`src/rtl/e203_csr_arb_pkg.sv`:
```
// rtl/e203_csr_arb_pkg.sv - shared op, source and state encodings for the CSR access arbiter
package e203_csr_arb_pkg;

    localparam int OP_RW = 0;
    localparam int OP_RS = 1;
    localparam int OP_RC = 2;

    localparam logic SRC_CORE = 1'b0;
    localparam logic SRC_DBG  = 1'b1;

    typedef enum logic {
        ST_IDLE = 1'b0,
        ST_RESP = 1'b1
    } state_t;

endpackage

```
`src/rtl/e203_csr_wdat_merge.sv`:
```
// rtl/e203_csr_wdat_merge.sv - RW/RS/RC merge of operand with the current CSR value
module e203_csr_wdat_merge
    import e203_csr_arb_pkg::*;
#(
    parameter int XLEN = 32
) (
    input  logic [2:0]      op,
    input  logic [XLEN-1:0] opnd,
    input  logic [XLEN-1:0] read_csr_dat,
    output logic [XLEN-1:0] wbck_csr_dat
);

    always_comb begin
        wbck_csr_dat = ~opnd & read_csr_dat;
        if (op[OP_RW]) begin
            wbck_csr_dat = opnd;
        end else if (op[OP_RS]) begin
            wbck_csr_dat = opnd | read_csr_dat;
        end
    end

endmodule

```
`src/rtl/e203_csr_access_arb.sv`:
```
// rtl/e203_csr_access_arb.sv - core/debug arbiter for the CSR file port with registered response
// Optional core anti-starvation counter: E203_CSR_ARB_STARVE_EN
module e203_csr_access_arb
    import e203_csr_arb_pkg::*;
#(
    parameter int XLEN         = 32,
    parameter int STARVE_LIMIT = 8,
    parameter int CNT_W        = 4
) (
    input  logic            clk,
    input  logic            rst_n,
    input  logic            core_req_valid,
    output logic            core_req_ready,
    input  logic [2:0]      core_req_op,
    input  logic [11:0]     core_req_idx,
    input  logic [XLEN-1:0] core_req_opnd,
    input  logic            core_req_rdwen,
    input  logic            core_req_rs1is0,
    output logic            core_rsp_valid,
    input  logic            core_rsp_ready,
    output logic [XLEN-1:0] core_rsp_rdata,
    output logic            core_rsp_err,
    input  logic            dbg_req_valid,
    output logic            dbg_req_ready,
    input  logic [2:0]      dbg_req_op,
    input  logic [11:0]     dbg_req_idx,
    input  logic [XLEN-1:0] dbg_req_opnd,
    input  logic            dbg_req_rdwen,
    input  logic            dbg_req_rs1is0,
    output logic            dbg_rsp_valid,
    input  logic            dbg_rsp_ready,
    output logic [XLEN-1:0] dbg_rsp_rdata,
    output logic            dbg_rsp_err,
    output logic            csr_ena,
    output logic            csr_rd_en,
    output logic            csr_wr_en,
    output logic [11:0]     csr_idx,
    output logic [XLEN-1:0] wbck_csr_dat,
    input  logic [XLEN-1:0] read_csr_dat,
    input  logic            csr_access_ilgl
);

    if ((1 << CNT_W) <= STARVE_LIMIT) begin : g_bad_cnt_w
        $error("CNT_W too narrow for STARVE_LIMIT");
    end

    state_t          state;
    state_t          state_nxt;
    logic            rsp_src;
    logic [XLEN-1:0] rsp_rdata_q;
    logic            rsp_err_q;

    logic            rsp_hs;
    logic            issue;
    logic            force_core;
    logic            win_dbg;

    logic [2:0]      sel_op;
    logic [11:0]     sel_idx;
    logic [XLEN-1:0] sel_opnd;
    logic            sel_rdwen;
    logic            sel_rs1is0;
    logic            op_ok;
    logic            rd_raw;
    logic            wr_raw;
    logic [XLEN-1:0] merged_dat;

    // A pending response that handshakes this cycle frees the port for back-to-back issue.
    assign rsp_hs = (state == ST_RESP) &
                    ((rsp_src == SRC_DBG) ? dbg_rsp_ready : core_rsp_ready);
    assign issue  = ((state == ST_IDLE) | rsp_hs) & (core_req_valid | dbg_req_valid);

`ifdef E203_CSR_ARB_STARVE_EN
    logic [CNT_W-1:0] starve_cnt;

    always_ff @(posedge clk) begin
        if (!rst_n) begin
            starve_cnt <= '0;
        end else if (!core_req_valid || core_req_ready) begin
            starve_cnt <= '0;
        end else if (starve_cnt != {CNT_W{1'b1}}) begin
            starve_cnt <= starve_cnt + CNT_W'(1);
        end
    end

    assign force_core = core_req_valid & (starve_cnt >= CNT_W'(STARVE_LIMIT));
`else
    assign force_core = 1'b0;
`endif

    assign win_dbg = dbg_req_valid & ~force_core;

    assign sel_op     = win_dbg ? dbg_req_op      : core_req_op;
    assign sel_idx    = win_dbg ? dbg_req_idx     : core_req_idx;
    assign sel_opnd   = win_dbg ? dbg_req_opnd    : core_req_opnd;
    assign sel_rdwen  = win_dbg ? dbg_req_rdwen   : core_req_rdwen;
    assign sel_rs1is0 = win_dbg ? dbg_req_rs1is0  : core_req_rs1is0;

    assign op_ok  = (sel_op == 3'b001) | (sel_op == 3'b010) | (sel_op == 3'b100);
    assign rd_raw = sel_op[OP_RS] | sel_op[OP_RC] | (sel_op[OP_RW] & sel_rdwen);
    assign wr_raw = sel_op[OP_RW] | ((sel_op[OP_RS] | sel_op[OP_RC]) & ~sel_rs1is0);

    e203_csr_wdat_merge #(.XLEN(XLEN)) u_wdat_merge (
        .op           (sel_op),
        .opnd         (sel_opnd),
        .read_csr_dat (read_csr_dat),
        .wbck_csr_dat (merged_dat)
    );

    assign core_req_ready = issue & ~win_dbg;
    assign dbg_req_ready  = issue & win_dbg;
    assign csr_ena        = issue;
    assign csr_rd_en      = issue & op_ok & rd_raw;
    assign csr_wr_en      = issue & op_ok & wr_raw & ~csr_access_ilgl;
    assign csr_idx        = issue ? sel_idx : 12'h000;
    assign wbck_csr_dat   = issue ? merged_dat : '0;

    always_comb begin
        state_nxt = state;
        case (state)
            ST_IDLE: if (issue) state_nxt = ST_RESP;
            ST_RESP: begin
                if (issue) begin
                    state_nxt = ST_RESP;
                end else if (rsp_hs) begin
                    state_nxt = ST_IDLE;
                end
            end
            default: state_nxt = ST_IDLE;
        endcase
    end

    always_ff @(posedge clk) begin
        if (!rst_n) begin
            state       <= ST_IDLE;
            rsp_src     <= SRC_CORE;
            rsp_rdata_q <= '0;
            rsp_err_q   <= 1'b0;
        end else begin
            state <= state_nxt;
            if (issue) begin
                rsp_src     <= win_dbg ? SRC_DBG : SRC_CORE;
                rsp_rdata_q <= (csr_rd_en & ~csr_access_ilgl) ? read_csr_dat : '0;
                rsp_err_q   <= csr_access_ilgl | ~op_ok;
            end
        end
    end

    assign core_rsp_valid = (state == ST_RESP) & (rsp_src == SRC_CORE);
    assign dbg_rsp_valid  = (state == ST_RESP) & (rsp_src == SRC_DBG);
    assign core_rsp_rdata = core_rsp_valid ? rsp_rdata_q : '0;
    assign dbg_rsp_rdata  = dbg_rsp_valid  ? rsp_rdata_q : '0;
    assign core_rsp_err   = core_rsp_valid & rsp_err_q;
    assign dbg_rsp_err    = dbg_rsp_valid  & rsp_err_q;

endmodule
```
`config.mk`:
```
export PLATFORM = sky130hd
export DESIGN_NAME = e203_csr_access_arb
export DESIGN_NICKNAME = d
export VERILOG_FILES = /design/src/rtl/e203_csr_arb_pkg.sv /design/src/rtl/e203_csr_wdat_merge.sv /design/src/rtl/e203_csr_access_arb.sv
export SDC_FILE = /design/constraint.sdc
export NUM_CORES = 1
export LEC_CHECK = 0
export BUFFER_PORTS_ARGS = -buffer_cell sky130_fd_sc_hd__buf_2
export CORE_AREA = 2 2 100 102
export CTS_CLUSTER_SIZE = 25
export DETAILED_ROUTE_END_ITERATION = 8
export DIE_AREA = 0 0 102 104
export GPL_ROUTABILITY_DRIVEN = 0
export GPL_TIMING_DRIVEN = 1
export PLACE_DENSITY = 0.81
export SLEW_MARGIN = 20
export SYNTH_ARGS = -nofsm -noshare
export SYNTH_HDL_FRONTEND = slang
export SYNTH_HIERARCHICAL = 1
export SYNTH_SLANG_ARGS = --single-unit
```
`constraint.sdc`:
```
create_clock -name clk -period 3.6 [get_ports clk]
set_clock_uncertainty 0.15 [all_clocks]
set_input_delay 0.72 -clock clk [delete_from_list [all_inputs] [get_ports clk]]
set_output_delay 0.72 -clock clk [all_outputs]
set_load 0.01 [all_outputs]
```
# Yosys cells after proc, flatten, opt, wreduce, memory -nomap -nowiden

Cells that the tools add are included.

Register bits after elaboration: 35
Input port bits: 137

Bitwise gates (word level): 32
Multiplexer cells: 18
Eq/ne operators: 3

Operators by type and width:

| operator             | number |
|---|---|
| $mux W32             | 7 |
| $and A32 B32 Y32     | 1 |
| $not A32 Y32         | 1 |
| $or A32 B32 Y32      | 1 |
| $mux W12             | 2 |
| $and A1 B1 Y1        | 15 |
| $or A1 B1 Y1         | 8 |
| $mux W1              | 7 |
| $not A1 Y1           | 6 |
| $eq A3 B1 Y1 const B | 1 |
| $eq A3 B2 Y1 const B | 1 |
| $eq A3 B3 Y1 const B | 1 |
| $mux W3              | 1 |
| $pmux W1 S2          | 1 |

# Depth between registers and ports, before layout

Gate-level depths: netlist (run 1).

Word-level depth: 8
Gate-level depth with buffers: 8
Depth with buffers taken out: 5

# Hierarchy

Netlist (run 1), hierarchy kept.

Modules (own cells, without submodules):

| module              | times used | cells an instance | area each (µm²) | sequential area each (µm²) |
|---|---|---|---|---|
| e203_csr_access_arb | 1          | 278               | 2503.7          | 700.7 |
| e203_csr_wdat_merge | 1          | 106               | 940.9           | 0.0 |

# Least setup slack after synthesis (run 1)

No wires, ideal clock.

Path kind: in2out
From: in dbg_req_valid
To: out wbck_csr_dat[10]
Stages: 8
Required time: 2.730 ns
Data arrival time: 2.346 ns
Path slack: 0.384 ns
Buffers on the path: 4
Path through: buf_2 buf_2 buf_1 mux2_2 clkbuf_2 o21ai_1 o21ai_2 and2_1

Elaborated cells between the ends (all ways): 10

RTL lines:

| item               | RTL line                   | source |
|---|---|---|
| start, declared    | e203_csr_access_arb.sv:23  | `input logic dbg_req_valid,` |
| $mux W3            | e203_csr_access_arb.sv:93  | `assign sel_op = win_dbg ? dbg_req_op : core_req_op;` |
| net sel_op[1]      | e203_csr_access_arb.sv:58  | `logic [2:0] sel_op;` |
| $mux W32           | e203_csr_wdat_merge.sv:17  | `end else if (op[OP_RS]) begin` |
| $mux W32           | e203_csr_wdat_merge.sv:15  | `if (op[OP_RW]) begin` |
| net merged_dat[10] | e203_csr_access_arb.sv:66  | `logic [XLEN-1:0] merged_dat;` |
| $mux W32           | e203_csr_access_arb.sv:116 | `assign wbck_csr_dat = issue ? merged_dat : '0;` |
| end, declared      | e203_csr_access_arb.sv:38  | `output logic [XLEN-1:0] wbck_csr_dat,` |

The timed path passes the listed nets, and every way through them passes these cells.

# Final worst setup path (run 1)

From: reg rsp_src
To: out csr_idx[6]

Longest elaborated chain between the ends: 5

Ends and longest elaborated chain:

| item                   | RTL line                   | source |
|---|---|---|
| start, declared        | e203_csr_access_arb.sv:49  | `logic rsp_src;` |
| start signal, assigned | e203_csr_access_arb.sv:142 | `rsp_src <= win_dbg ? SRC_DBG : SRC_CORE;` |
| $mux W1                | e203_csr_access_arb.sv:70  | `((rsp_src == SRC_DBG) ? dbg_rsp_ready : core_rsp_ready);` |
| $and A1 B1 Y1          | e203_csr_access_arb.sv:69  | `assign rsp_hs = (state == ST_RESP) &` |
| $or A1 B1 Y1           | e203_csr_access_arb.sv:71  | `assign issue = ((state == ST_IDLE) \| rsp_hs) & (core_req_valid \| dbg_req_valid);` |
| $and A1 B1 Y1          | e203_csr_access_arb.sv:71  |  |
| $mux W12               | e203_csr_access_arb.sv:115 | `assign csr_idx = issue ? sel_idx : 12'h000;` |
| end, declared          | e203_csr_access_arb.sv:37  | `output logic [11:0] csr_idx,` |

No other way between the ends.

==> results.md, run 1 <==
- Count of final max-slew check failures: 0
- CTS max path bufs: 2
- Cells after synthesis: ~380
- Hpwl dp: about 9 mm
- Worst IR drop on VDD: roughly 0.00013 V
- CTS H-tree depth: 2
- Number of max-cap violations: 0
- Vias in the first global route: 3632
- FF-to-FF End: rsp_rdata_q[11]
- Final Hold Viols: 0
- Die area: 10610 sq um
- Power Density: 271.2 nW/um^2
- Remaining Overflow, GRT: 0
- Clock transition at path regs: 70 ps
- Final min period: 3210 ps
- Crit. End Element: primary output
- Initial antenna violation count: 0
- Setup TNS: 0 ps
- Slew HR: 25.66%
- # DRC: 0
- TritonCTS Buffers: 5
- Hold Crit Endpoint: rsp_rdata_q[8]
- Port Buffers: 253
- CP Launch Type: flip-flop
- RSZ-0062 raised after global routing: no
- Worst r2r src: rsp_src
- # setup viols final: 0
- Share of layout cells above drive strength 1: 59.81%
- WHS Path Cells: 1
- Pleak: 2.646 nW
- Largest net degree at the start of global routing: 38
- Drt total wl: 11.71 mm
- Worst setup path class: reg2out
- Clock sinks: 35
- Via count: between 3000 and 4000
- R2R depth: 7
- CTS tree: done
- Worst-skew pair later-pin latency: 280 ps
- Num rows: 36
- Initial DRC count: roughly 120
- Tcrit/Tclk final: 89.17%
- WP data arrival: 2340 ps
- Syn_nets: 520
- Resized cells post-CTS: 0
- Syn Std Cell Area: between 3000 and 4000 sq um
- Hold Path Class: reg2reg
- Routed length per instance: about 16 microns
- Die width: 102 microns
- First-pass GRT wire length: approximately 17 mm
- Area added between synthesis and finish: 40.34%
- Number of top-level pins: 254
- Drt pass-1 iters: 4
- CTS Hold Bufs: 0
- Chip height: 104 microns
- Post-route ant nets: 0
- Hold path start: rsp_rdata_q[8]
- Worst Path Max Fanout: 20
- Crit path launch: rsp_src
- Total setup buffers inserted after CTS: 0
- Flop-to-flop setup slack: 1350 ps
- Core footprint: 9549 sq um
- Avg Cell Area, Syn: 8.964 sq um
- Final nets: 753
- FMAX: 311.5 MHz
- Vias per cell: 5.119
- Worst-Margin Slew: 1115 ps
- ANT cells: 0
- Req. time, crit path: about 2700 ps
- Synth warn: 6
- Total power: about 1.3 mW
- Global-route usage over all layers: 20.17%
- Initial Util: 35.95%
- Root Driver: clkbuf_8
- Outcome: complete, no violations
[report_power, final]
part | switching (mW) | leakage [nW] | internal (mW)
Clock | 0.148 | 0.0612 | 0.224
Sequential | 0.0100 | 0.284 | 0.401
Combinational | 0.271 | 2.30 | 0.253
[layout make-up]
type	count	area, sq um
fill	914	4731
clock inverter	2	35.03
multi-input combinational	308	2481
inverter	3	11.26
timing repair buffer	263	1341
tap	133	166.4
clock buffer	6	82.58
sequential	35	700.7
[through the flow]
step / area (sq um) / hold slack, ps / utilization, % / instances / setup WS [ps]
6_report: 4818 / 346.6 / 50.46 / 750 / 389.8
3_5_place_dp: 4696 / 323.8 / 49.17 / 742 / 443.2
3_3_place_gp: 4696 / 315.0 / 49.17 / 742 / 546.8
2_1_floorplan: 3433 / 297.7 / - / 383 / 413.9
4_1_cts: 4813 / 347.1 / 50.41 / 750 / 366.5
5_1_grt: 4818 / 368.1 / 50.46 / 750 / 264.4
[per-layer routing]
layer  wire, microns  vias up  part of all wire, %  track usage, %
li1                -     1843                    -               -
met1            4579     1796                   39           22.66
met2            6140      190                   52           38.86
met3             831       10                  7.1           2.352
met4             161        0                  1.4           5.524
met5               0        -                    0               0
[placed cells by master (no fill, tap or decap), types with 10 or more instances in the layout]
cell and n:
and3_1 34, dfxtp_1 35, o21ai_1 36, buf_2 253, nand2b_4 28, o21ai_2 28, and2_1 66, mux2_2 34
buf_4 10, a22o_1 44
[worst max-delay path by stage]
stage,to
after detailed placement,csr_idx[6]
after global routing,csr_idx[6]
after floorplan,wbck_csr_dat[10]
after global placement,csr_idx[1]
after CTS,csr_idx[6]
final,csr_idx[6]
[critical path, stage by stage, from the launching register on]
cell     delay (ps)
dfxtp_1         310
buf_4           200
mux2i_2         220
a21o_2          260
nor2_1          670
a22o_1          260
buf_2           130
[state kept, by name, indices dropped and copies added, names as in the netlist]
register	count
rsp_err_q	1
rsp_src	1
state	1
rsp_rdata_q	32
Power figures use the tool's default switching activity.
==> run 2, diff against run 1 <==
CTS_BUF_LIST = sky130_fd_sc_hd__clkbuf_8   (was unset)
SLEW_MARGIN = unset   (was 20)
==> run 2 against run 1 <==
Against the previous run: sequential power hardly changed; global-route usage stayed put; utilization is 0.052 points lower; power hardly changed; combinational power hardly changed; register-to-register slack hardly changed; wire length hardly changed; final cell count stayed put; die area stayed put; sequential share of layout area hardly changed; critical path type unchanged; largest cell class unchanged.
==> results.md, run 2 (synthesis gave the netlist of run 1 again) <==
- Vias per cell: roughly 5.1
- Num rows: 36
- # DRC: 0
- Setup TNS: 0 ps
- Hpwl dp: 9.151 mm
- Power Density: roughly 270 nW/um^2
- Count of final max-slew check failures: 0
- Biggest register: rsp_rdata_q
- Worst-skew pair later-pin latency: 280 ps
- Root Driver: clkbuf_8
- Drt pass-1 iters: 4
- Total power: 1.306 mW
- Hold Path Class: reg2reg
- Drt total wl: 11.71 mm
- Worst Path Max Fanout: 20
- Outcome: complete, no violations
- Core footprint: around 9500 sq um
- Worst setup path class: reg2out
- Initial antenna violation count: 0
- Vias in the first global route: 3632
- Final nets: 753
- FMAX: around 310 MHz
- Footprint of the multi-input gates: 2476 sq um
- Worst IR drop on VDD: 0.0001308 V
- Post-Place Cells: approximately 740
- CTS tree: done
- WHS Path Cells: 1
- Final Hold Viols: 0
- First-pass GRT wire length: 17.25 mm
- Hold path start: rsp_rdata_q[8]
- Crit-path slowest cell: nor2_1
- Post-route ant nets: 0
- Routed length per instance: 15.62 microns
- Number of top-level pins: 254
- Largest net degree at the start of global routing: 38
- Pleak: ~2.6 nW
- Cells along the critical path: buf_4 -> mux2i_2 -> a21o_2 -> nor2_1 -> a22o_1 -> buf_2
- Fillers: 915
- TritonCTS Buffers: 5
- RSZ-0062 raised after global routing: no
- Total setup buffers inserted after CTS: 0
- # setup viols final: 0
- Cell family with the largest share of critical-path delay: simple AND/OR/NAND/NOR gates
- CTS max path bufs: 2
- R2R depth: 7
- Final min period: roughly 3200 ps
- Slew HR: 25.54%
- Req. time, crit path: about 2700 ps
- Hold Crit Endpoint: rsp_rdata_q[8]
- Initial Util: 35.95%
- Post-Layout Cell Count: between 700 and 800
- Most frequent cells in the layout: buf_2, and2_1, a22o_1
- Flop-to-flop setup slack: 1360 ps
- Resized cells post-CTS: 0
- CTS H-tree depth: 2
- Via count: 3825
- Port Buffers: 253
- ANT cells: 0
- Clock sinks: 35
- CTS Hold Bufs: 0
- WP data arrival: 2330 ps
- Global-route usage over all layers: 20.17%
- Die width: 102 microns
- Tcrit/Tclk final: 88.95%
- CP Launch Type: flip-flop
- Die area: 10610 sq um
- Worst-Margin Slew: 1112 ps
- Area added between synthesis and finish: 40.20%
- Max reg flops: 32
- Share of layout cells above drive strength 1: 59.81%
- FF-to-FF End: rsp_rdata_q[11]
- Commonest non-fill, non-tap cell in the layout: buf_2
- Clock transition at path regs: roughly 70 ps
- Buf/Inv on CP: 2
- Register area: roughly 700 sq um
- Number of max-cap violations: 0
- Slowest stage delay, CP: 680 ps
- Initial DRC count: 133
- Worst r2r src: rsp_src
- Remaining Overflow, GRT: 0
- Crit. End Element: primary output
- Chip height: 104 microns
[run 2: cell counts in the layout (fill, tap and decap cells not counted)]
No cell type changed its count.
[run 2: area by class of cell]
class | instances | share of cell area [%]
Multi-Input combinational cell | 308 | 51.44
Timing Repair Buffer | 263 | 27.87
Sequential cell | 35 | 14.56
Tap cell | 133 | 3.457
Clock buffer | 6 | 1.716
Clock inverter | 2 | 0.7278
Inverter | 3 | 0.2339
[run 2: routing by layer]
| metal | global-route usage, % | vias up | share of wire, % |
|---|---|---|---|
| met2 | 38.86 | 190 | 52 |
| met4 | 5.524 | 0 | 1.4 |
| met5 | 0 | - | 0 |
| li1 | - | 1840 | - |
| met3 | 2.352 | 10 | 7.6 |
| met1 | 22.66 | 1785 | 38 |
[run 2: worst max-delay path by stage]
stage / start / endpoint / slack, ps / depth (start not counted)
finish: rsp_src / csr_idx[6] / 400 / 6
global route: rsp_src / csr_idx[6] / 270 / 6
CTS: rsp_src / csr_idx[6] / 370 / 6
detailed placement: dbg_req_valid / csr_idx[6] / 440 / 6
global placement: dbg_req_valid / csr_idx[1] / 550 / 6
floorplan: dbg_req_valid / wbck_csr_dat[10] / 410 / 8
[run 2: metrics by stage]
step,area [sq um],hold WS (ps),util [%],worst slack (ps)
after floorplan,3433,297.7,-,413.9
after global placement,4696,315.0,49.17,546.8
after detailed placement,4696,323.8,49.17,443.2
after CTS,4813,347.1,50.41,366.5
after global routing,4813,368.1,50.41,274.7
final,4813,345.5,50.41,397.9
[run 2: power by group]
part | switching, mW | internal, mW | total, mW
logic | 0.271 | 0.252 | 0.523
clock network | 0.148 | 0.224 | 0.372
registers | 0.00989 | 0.401 | 0.411
total | 0.429 | 0.877 | 1.31
